==> src/rtl/alu_pkg.sv <==
// ----------------------------------------------------------------------------
// alu_pkg
// Shared definitions for the combinational ALU and the multi-word sequencer
// that drives it.
//   - OPC_* : ALU opcode encoding (0 is unused). Values 8 and 9 are the
//             ALU's rotates, which the sequencer does not chain.
//   - seq_state_t : sequencer state encoding.
//   - helper functions that classify opcodes for the sequencer.
// ----------------------------------------------------------------------------
package alu_pkg;

   localparam logic [3:0] OPC_ADD       = 4'd1;
   localparam logic [3:0] OPC_ADD_CARRY = 4'd2;
   localparam logic [3:0] OPC_SUB       = 4'd3;
   localparam logic [3:0] OPC_INC       = 4'd4;
   localparam logic [3:0] OPC_DEC       = 4'd5;
   localparam logic [3:0] OPC_AND       = 4'd6;
   localparam logic [3:0] OPC_NOT       = 4'd7;

   typedef enum logic [1:0] {
      IDLE,
      OP,
      FIX,
      DONE
   } seq_state_t;

   // Opcodes the sequencer can split into per-word ALU operations.
   function automatic logic opc_supported(input logic [3:0] opc);
      return opc inside {OPC_ADD, OPC_ADD_CARRY, OPC_SUB, OPC_INC,
                         OPC_DEC, OPC_AND, OPC_NOT};
   endfunction

   // Carry-chained opcodes; each word is issued to the ALU as ADD_CARRY.
   function automatic logic is_add_class(input logic [3:0] opc);
      return opc inside {OPC_ADD, OPC_ADD_CARRY, OPC_INC};
   endfunction

   // Borrow-chained opcodes; each word is issued as SUB, plus a DEC fix-up.
   function automatic logic is_sub_class(input logic [3:0] opc);
      return opc inside {OPC_SUB, OPC_DEC};
   endfunction

   // Starting value of the chain register: carry for the add class,
   // pending borrow for the subtract class.
   function automatic logic init_chain(input logic [3:0] opc, input logic cin);
      logic v;
      case (opc)
         OPC_ADD_CARRY: v = cin;
         OPC_INC:       v = 1'b1;
         OPC_DEC:       v = 1'b1;
         default:       v = 1'b0;
      endcase
      return v;
   endfunction

endpackage

==> src/rtl/alu_chain_sequencer.sv <==
// ----------------------------------------------------------------------------
// alu_chain_sequencer
// Splits one WORDS x BUS_WIDTH command into per-word operations on an
// external combinational ALU, chaining carry/borrow between words, and
// presents the assembled wide result with aggregate flags.
//
// Ports
//   clk, reset        clock (rising edge), synchronous active-high reset
//   start             command strobe, only honoured in IDLE
//   opcode_in         ALU opcode for the whole command
//   a_in, b_in        wide operands, word 0 in the LSBs
//   carry_in          initial carry for ADD_CARRY
//   alu_opcode/a/b/carry_in   drive to the ALU (all zero in IDLE and DONE)
//   alu_y/carry_out/borrow/invalid_op   ALU response, captured same edge
//   busy              high in every state except IDLE
//   done              one-cycle pulse when result and flags are valid
//   result            assembled result, held until the next accepted start
//   carry_out, borrow_out, zero, invalid_op   aggregate flags, held likewise
// ----------------------------------------------------------------------------
module alu_chain_sequencer
   import alu_pkg::*;
#(
   parameter int BUS_WIDTH = 8,
   parameter int WORDS     = 4
) (
   input  logic                       clk,
   input  logic                       reset,
   input  logic                       start,
   input  logic [3:0]                 opcode_in,
   input  logic [WORDS*BUS_WIDTH-1:0] a_in,
   input  logic [WORDS*BUS_WIDTH-1:0] b_in,
   input  logic                       carry_in,
   output logic [3:0]                 alu_opcode,
   output logic [BUS_WIDTH-1:0]       alu_a,
   output logic [BUS_WIDTH-1:0]       alu_b,
   output logic                       alu_carry_in,
   input  logic [BUS_WIDTH-1:0]       alu_y,
   input  logic                       alu_carry_out,
   input  logic                       alu_borrow,
   input  logic                       alu_invalid_op,
   output logic                       busy,
   output logic                       done,
   output logic [WORDS*BUS_WIDTH-1:0] result,
   output logic                       carry_out,
   output logic                       borrow_out,
   output logic                       zero,
   output logic                       invalid_op
);

   localparam int TOTAL_W = WORDS * BUS_WIDTH;
   localparam int IDX_W   = $clog2(WORDS);
   localparam logic [IDX_W-1:0] LAST_IDX = IDX_W'(WORDS - 1);

   seq_state_t           state_reg, state_next;
   logic [3:0]           op_reg;
   logic [IDX_W-1:0]     idx_reg;
   logic [TOTAL_W-1:0]   a_reg, b_reg;
   logic [BUS_WIDTH-1:0] work_reg [WORDS];
   logic                 chain_reg;       // carry (add class) or pending borrow (sub class)
   logic                 borrow_new_reg;  // SUB borrow held across the FIX cycle

   logic [TOTAL_W-1:0]   result_reg;
   logic                 carry_out_reg, borrow_out_reg, zero_reg, invalid_op_reg;

   logic [BUS_WIDTH-1:0] a_words [WORDS];
   logic [BUS_WIDTH-1:0] b_words [WORDS];
   logic [TOTAL_W-1:0]   final_flat;
   logic                 is_add, is_sub, is_last, need_fix, chain_next;

   // Word views of the operands, and the result as it stands once this
   // cycle's ALU output lands in the current word.
   genvar gi;
   generate
      for (gi = 0; gi < WORDS; gi++) begin : g_words
         assign a_words[gi] = a_reg[gi*BUS_WIDTH +: BUS_WIDTH];
         assign b_words[gi] = b_reg[gi*BUS_WIDTH +: BUS_WIDTH];
         assign final_flat[gi*BUS_WIDTH +: BUS_WIDTH] =
            (idx_reg == IDX_W'(gi)) ? alu_y : work_reg[gi];
      end
   endgenerate

   assign is_add   = is_add_class(op_reg);
   assign is_sub   = is_sub_class(op_reg);
   assign is_last  = (idx_reg == LAST_IDX);
   // A borrow left over from the previous word is applied to this word by a
   // separate DEC cycle rather than a borrow-in, since the ALU has none.
   assign need_fix = is_sub && chain_reg;

   always_comb begin
      state_next   = state_reg;
      alu_opcode   = '0;
      alu_a        = '0;
      alu_b        = '0;
      alu_carry_in = 1'b0;
      chain_next   = 1'b0;

      case (state_reg)
         IDLE: begin
            if (start) begin
               state_next = opc_supported(opcode_in) ? OP : DONE;
            end
         end
         OP: begin
            alu_a = a_words[idx_reg];
            if (is_add) begin
               alu_opcode   = OPC_ADD_CARRY;
               alu_b        = (op_reg == OPC_INC) ? '0 : b_words[idx_reg];
               alu_carry_in = chain_reg;
               chain_next   = alu_carry_out;
            end else if (is_sub) begin
               alu_opcode = OPC_SUB;
               alu_b      = (op_reg == OPC_DEC) ? '0 : b_words[idx_reg];
               chain_next = alu_borrow;
            end else begin
               alu_opcode = op_reg;
               alu_b      = b_words[idx_reg];
            end

            if (alu_invalid_op) begin
               state_next = DONE;
            end else if (need_fix) begin
               state_next = FIX;
            end else if (is_last) begin
               state_next = DONE;
            end else begin
               state_next = OP;
            end
         end
         FIX: begin
            alu_opcode = OPC_DEC;
            alu_a      = work_reg[idx_reg];
            // SUB and DEC borrows on one word are mutually exclusive.
            chain_next = borrow_new_reg | alu_borrow;
            state_next = (alu_invalid_op || is_last) ? DONE : OP;
         end
         DONE: begin
            state_next = IDLE;
         end
         default: begin
            state_next = IDLE;
         end
      endcase
   end

   always_ff @(posedge clk) begin
      if (reset) begin
         state_reg      <= IDLE;
         op_reg         <= '0;
         idx_reg        <= '0;
         a_reg          <= '0;
         b_reg          <= '0;
         chain_reg      <= 1'b0;
         borrow_new_reg <= 1'b0;
         for (int i = 0; i < WORDS; i++) begin
            work_reg[i] <= '0;
         end
         result_reg     <= '0;
         carry_out_reg  <= 1'b0;
         borrow_out_reg <= 1'b0;
         zero_reg       <= 1'b0;
         invalid_op_reg <= 1'b0;
      end else begin
         state_reg <= state_next;

         if (state_reg == IDLE && start) begin
            if (opc_supported(opcode_in)) begin
               op_reg         <= opcode_in;
               a_reg          <= a_in;
               b_reg          <= b_in;
               idx_reg        <= '0;
               chain_reg      <= init_chain(opcode_in, carry_in);
               borrow_new_reg <= 1'b0;
            end else begin
               result_reg     <= '0;
               carry_out_reg  <= 1'b0;
               borrow_out_reg <= 1'b0;
               zero_reg       <= 1'b1;
               invalid_op_reg <= 1'b1;
            end
         end

         if (state_reg == OP || state_reg == FIX) begin
            if (alu_invalid_op) begin
               result_reg     <= '0;
               carry_out_reg  <= 1'b0;
               borrow_out_reg <= 1'b0;
               zero_reg       <= 1'b1;
               invalid_op_reg <= 1'b1;
            end else begin
               work_reg[idx_reg] <= alu_y;
               if (state_reg == OP && need_fix) begin
                  borrow_new_reg <= alu_borrow;
               end else begin
                  chain_reg <= chain_next;
                  if (is_last) begin
                     result_reg     <= final_flat;
                     carry_out_reg  <= is_add & chain_next;
                     borrow_out_reg <= is_sub & chain_next;
                     zero_reg       <= (final_flat == '0);
                     invalid_op_reg <= 1'b0;
                  end else begin
                     idx_reg <= idx_reg + 1'b1;
                  end
               end
            end
         end
      end
   end

   assign busy       = (state_reg != IDLE);
   assign done       = (state_reg == DONE);
   assign result     = result_reg;
   assign carry_out  = carry_out_reg;
   assign borrow_out = borrow_out_reg;
   assign zero       = zero_reg;
   assign invalid_op = invalid_op_reg;

endmodule
==> config.mk <==
export PLATFORM = sky130hd
export DESIGN_NAME = alu_chain_sequencer
export DESIGN_NICKNAME = d
export VERILOG_FILES = /design/src/rtl/alu_pkg.sv /design/src/rtl/alu_chain_sequencer.sv
export SDC_FILE = /design/constraint.sdc
export NUM_CORES = 1
export LEC_CHECK = 0
export CORE_MARGIN = 2
export CORE_UTILIZATION = 46
export CTS_CLUSTER_DIAMETER = 40
export CTS_CLUSTER_SIZE = 40
export DETAILED_ROUTE_END_ITERATION = 6
export MAX_ROUTING_LAYER = met4
export PLACE_DENSITY = 0.78
export SYNTH_ARGS = -nofsm -noshare
export SYNTH_HDL_FRONTEND = slang
export SYNTH_SLANG_ARGS = --single-unit
export TNS_END_PERCENT = 5
==> constraint.sdc <==
create_clock -name clk -period 2.8 [get_ports clk]
set_input_delay 0.56 -clock clk [delete_from_list [all_inputs] [get_ports clk]]
set_output_delay 0.56 -clock clk [all_outputs]
set_load 0.02 [all_outputs]
==> results_dict.tcl <==
set metrics [dict create \
    post-route-util_pct 64.3 \
    critPathMaxStageDelay_ns 0.55 \
    synth_edf_count 32 \
    nets 924 \
    finalSetupViolCount 0 \
    pwr_density_cell_nw_per_um2 759 \
    fillers 1058 \
    die_h_um 123 \
    final_cell_count_no_fill 1025 \
    dp_hpwl_um 13000 \
    routed_via_density 5.55 \
    numPortBuffers 141 \
    num_antenna_cells 0 \
    routabilityCongestion 1.01 \
    placementRows 43 \
    avgRoutedWirePerCell_um 17.9 \
    clock.fmax_mhz 366 \
    required_ns 2.24 \
    maxSlewHeadroom_pct 18.5 \
    regToRegSetupSlack_ns 0.26 \
    leakagePower_nw 3.39 \
    ys_warn_count 0 \
    start_util_pct 46.8 \
    final_area_um2 8890 \
    drtIter0Drc 401 \
    drive_gt1_share_pct 13.4 \
    start_kind "flip-flop" \
    syn2layout_area_growth_pct 37.4 \
    async_flop_share_pct 0 \
    antenna_found_initial 0 \
    synthTopCellsByCount "170 x nand2_1, 110 x dfxtp_1, 75 x a21oi_1" \
    cp.arrival_ns 2.17 \
    synth-seq-cells 142 \
    met1_usage_pct 32.5 \
    cap_violations 0 \
    h-tree-depth 4 \
    tightestPinTransition_ns 1.21 \
    crit_chain "buf_12 -> mux4_2 -> a22oi_2 -> nor2b_1 -> dlygate4sd2_1" \
    skew_ns 0.00472 \
    numCtsBuffers 17 \
    busiest_layer "met2" \
    synthCells 682 \
    dr.pass1.iters 5 \
    grt_pass1_vias 5595 \
    synth.top_cell.area_share_pct 34.0 \
    cts_tree "built" \
    rsz0062_at_grt "true" \
    grt_use_met3_pct 5.76 \
    grt_max_degree 67 \
    drc 0 \
    cts_sinks 142 \
    crit_fanout 16 \
    yosysTopAreaCell "dfxtp_1" \
    grt_pass1_wl_um 28200 \
    grt_usage_pct 25.5 \
    ios 142 \
    die_area_um2 15000 \
    ys_seq_area_share_pct 48.9 \
    syn-cell-area_um2 6470 \
    path_clk_slew_ns 0.06 \
    synth_cell_types 52 \
    via_count 5693 \
    vdd_ir_drop_max_mv 0.454 \
    min_path_type "flip-flop to flip-flop" \
    ant_nets 0 \
    overflow 0 \
    critPathKind "flip-flop to output pin" \
    synth.most_common_cell "nand2_1" \
    dieWidth_um 123 \
    slew_violations 0 \
    hold_violations 0 \
    clock_latency_ns 0.42 \
    cts.path.max_buffers 2 \
    period_minus_slack_ns 2.73 \
    cpMaxStageDelayCell "mux4_2" \
    hold_buffers 0 \
    status "complete, no violations" \
    post_cts_buffers 0 \
    mappedNetlistNets 774 \
    core_area_um2 13800 \
    wl_um 18400 \
    cts_root_buf "clkbuf_16" \
    synthFlopType "dfxtp_1" \
    post-route-period-util_pct 97.5 \
    place_inst 993 \
    met2_usage_pct 38.8 \
    ys_top_cells_by_area "dfxtp_1 34%, edfxtp_1 15%, nand2_1 9.9%" \
    syn_avg_cell_area_um2 9.49 \
    crit_path_end_kind "output pin" \
    dpl-instance-area_um2 8230 \
]
-- final cells by class --
| class | instances | area [um2] | area share (%) |
|---|---|---|---|
| Clock inverter | 4 | 70.1 | 0.788 |
| Multi-Input combinational cell | 481 | 3100 | 34.8 |
| Clock buffer | 28 | 553 | 6.22 |
| Timing Repair Buffer | 180 | 1740 | 19.6 |
| Tap cell | 180 | 225 | 2.53 |
| Sequential cell | 142 | 3170 | 35.6 |
| Inverter | 10 | 37.5 | 0.422 |
-- where the power goes --
| group | internal [mW] | switching [mW] | total, mW | leakage, nW |
|---|---|---|---|---|
| Combinational | 0.895 | 1.06 | 1.95 | 1.86 |
| Sequential | 2.30 | 0.164 | 2.46 | 1.22 |
| Clock | 1.52 | 0.810 | 2.33 | 0.308 |
-- timing repair --
action	CTS	global route
hold endpoints to repair	0	0
resized for setup	23	10
setup endpoints to repair	19	16
-- critical path: cells and delay by family (launching register included) --
family / cells / cell delay, ns
compound gates: 1 / 0.16
buf+inv: 2 / 0.52
flops: 1 / 0.43
mux: 1 / 0.55
simple gates: 1 / 0.09
-- metrics by stage --
stage               hold WS [ns]  TNS, ns  worst slack (ns)  power, mW
floorplan                  0.433        0           0.00131       3.67
detailed placement         0.440   -0.856            -0.123       4.37
global route               0.472  -0.0120          -0.00734       7.02
global placement           0.438        0           0.00391       4.32
finish                     0.447        0            0.0710       6.75
CTS                        0.448   -0.200            -0.147       6.73
-- placed cells by master, fill, tap and decap left out, types with 2 or more instances in the layout --
cell type / instances
and3_1: 12
a311oi_1: 2
nor2b_1: 12
mux4_2: 24
ha_1: 7
a211oi_1: 2
a22oi_2: 2
nor3_1: 13
bufinv_16: 2
buf_4: 33
o21a_1: 3
nor4_1: 3
a21oi_1: 75
and2_1: 33
o22ai_1: 4
o21ai_1: 25
clkbuf_16: 19
nand2b_1: 2
or4_1: 3
nor2_1: 17
clkinv_2: 2
or2_2: 2
edfxtp_1: 32
buf_12: 3
dlymetal6s2s_1: 5
nor3b_1: 2
dlygate4sd2_1: 16
a31oi_1: 2
clkbuf_8: 4
inv_1: 10
a31o_2: 2
clkdlybuf4s50_1: 119
a22oi_1: 7
a22o_1: 8
nand2_1: 170
buf_6: 3
clkbuf_1: 4
dfxtp_1: 108
mux2i_1: 23
-- final timing paths --
check                from  cells past startpoint    endpoint
max            idx_reg[0]                      5    alu_a[0]
min            result[19]                      2  result[19]
max reg2reg  state_reg[1]                      8  result[20]
min reg2reg    result[19]                      2  result[19]
-- kinds of logic (layout without fill, tap and decap cells) --
logic type	after synthesis	in the layout	share of synthesized area, %
buffers and inverters	59	222	3.92
XOR/XNOR	1	1	0.251
AND/OR/NAND/NOR	279	279	19.8
AO/OA/AOI/OAI	144	144	13.3
multiplexers	48	48	12.1
flip-flops	142	142	48.9
adder cells (fa/ha/maj)	9	9	1.74
-- routing by layer --
metal,part of all wire [%],up-vias
met1,42,2702
met4,2.5,0
met2,49,255
met3,6.8,45
li1,-,2691
met5,0,-
Power figures use the tool's default switching activity.
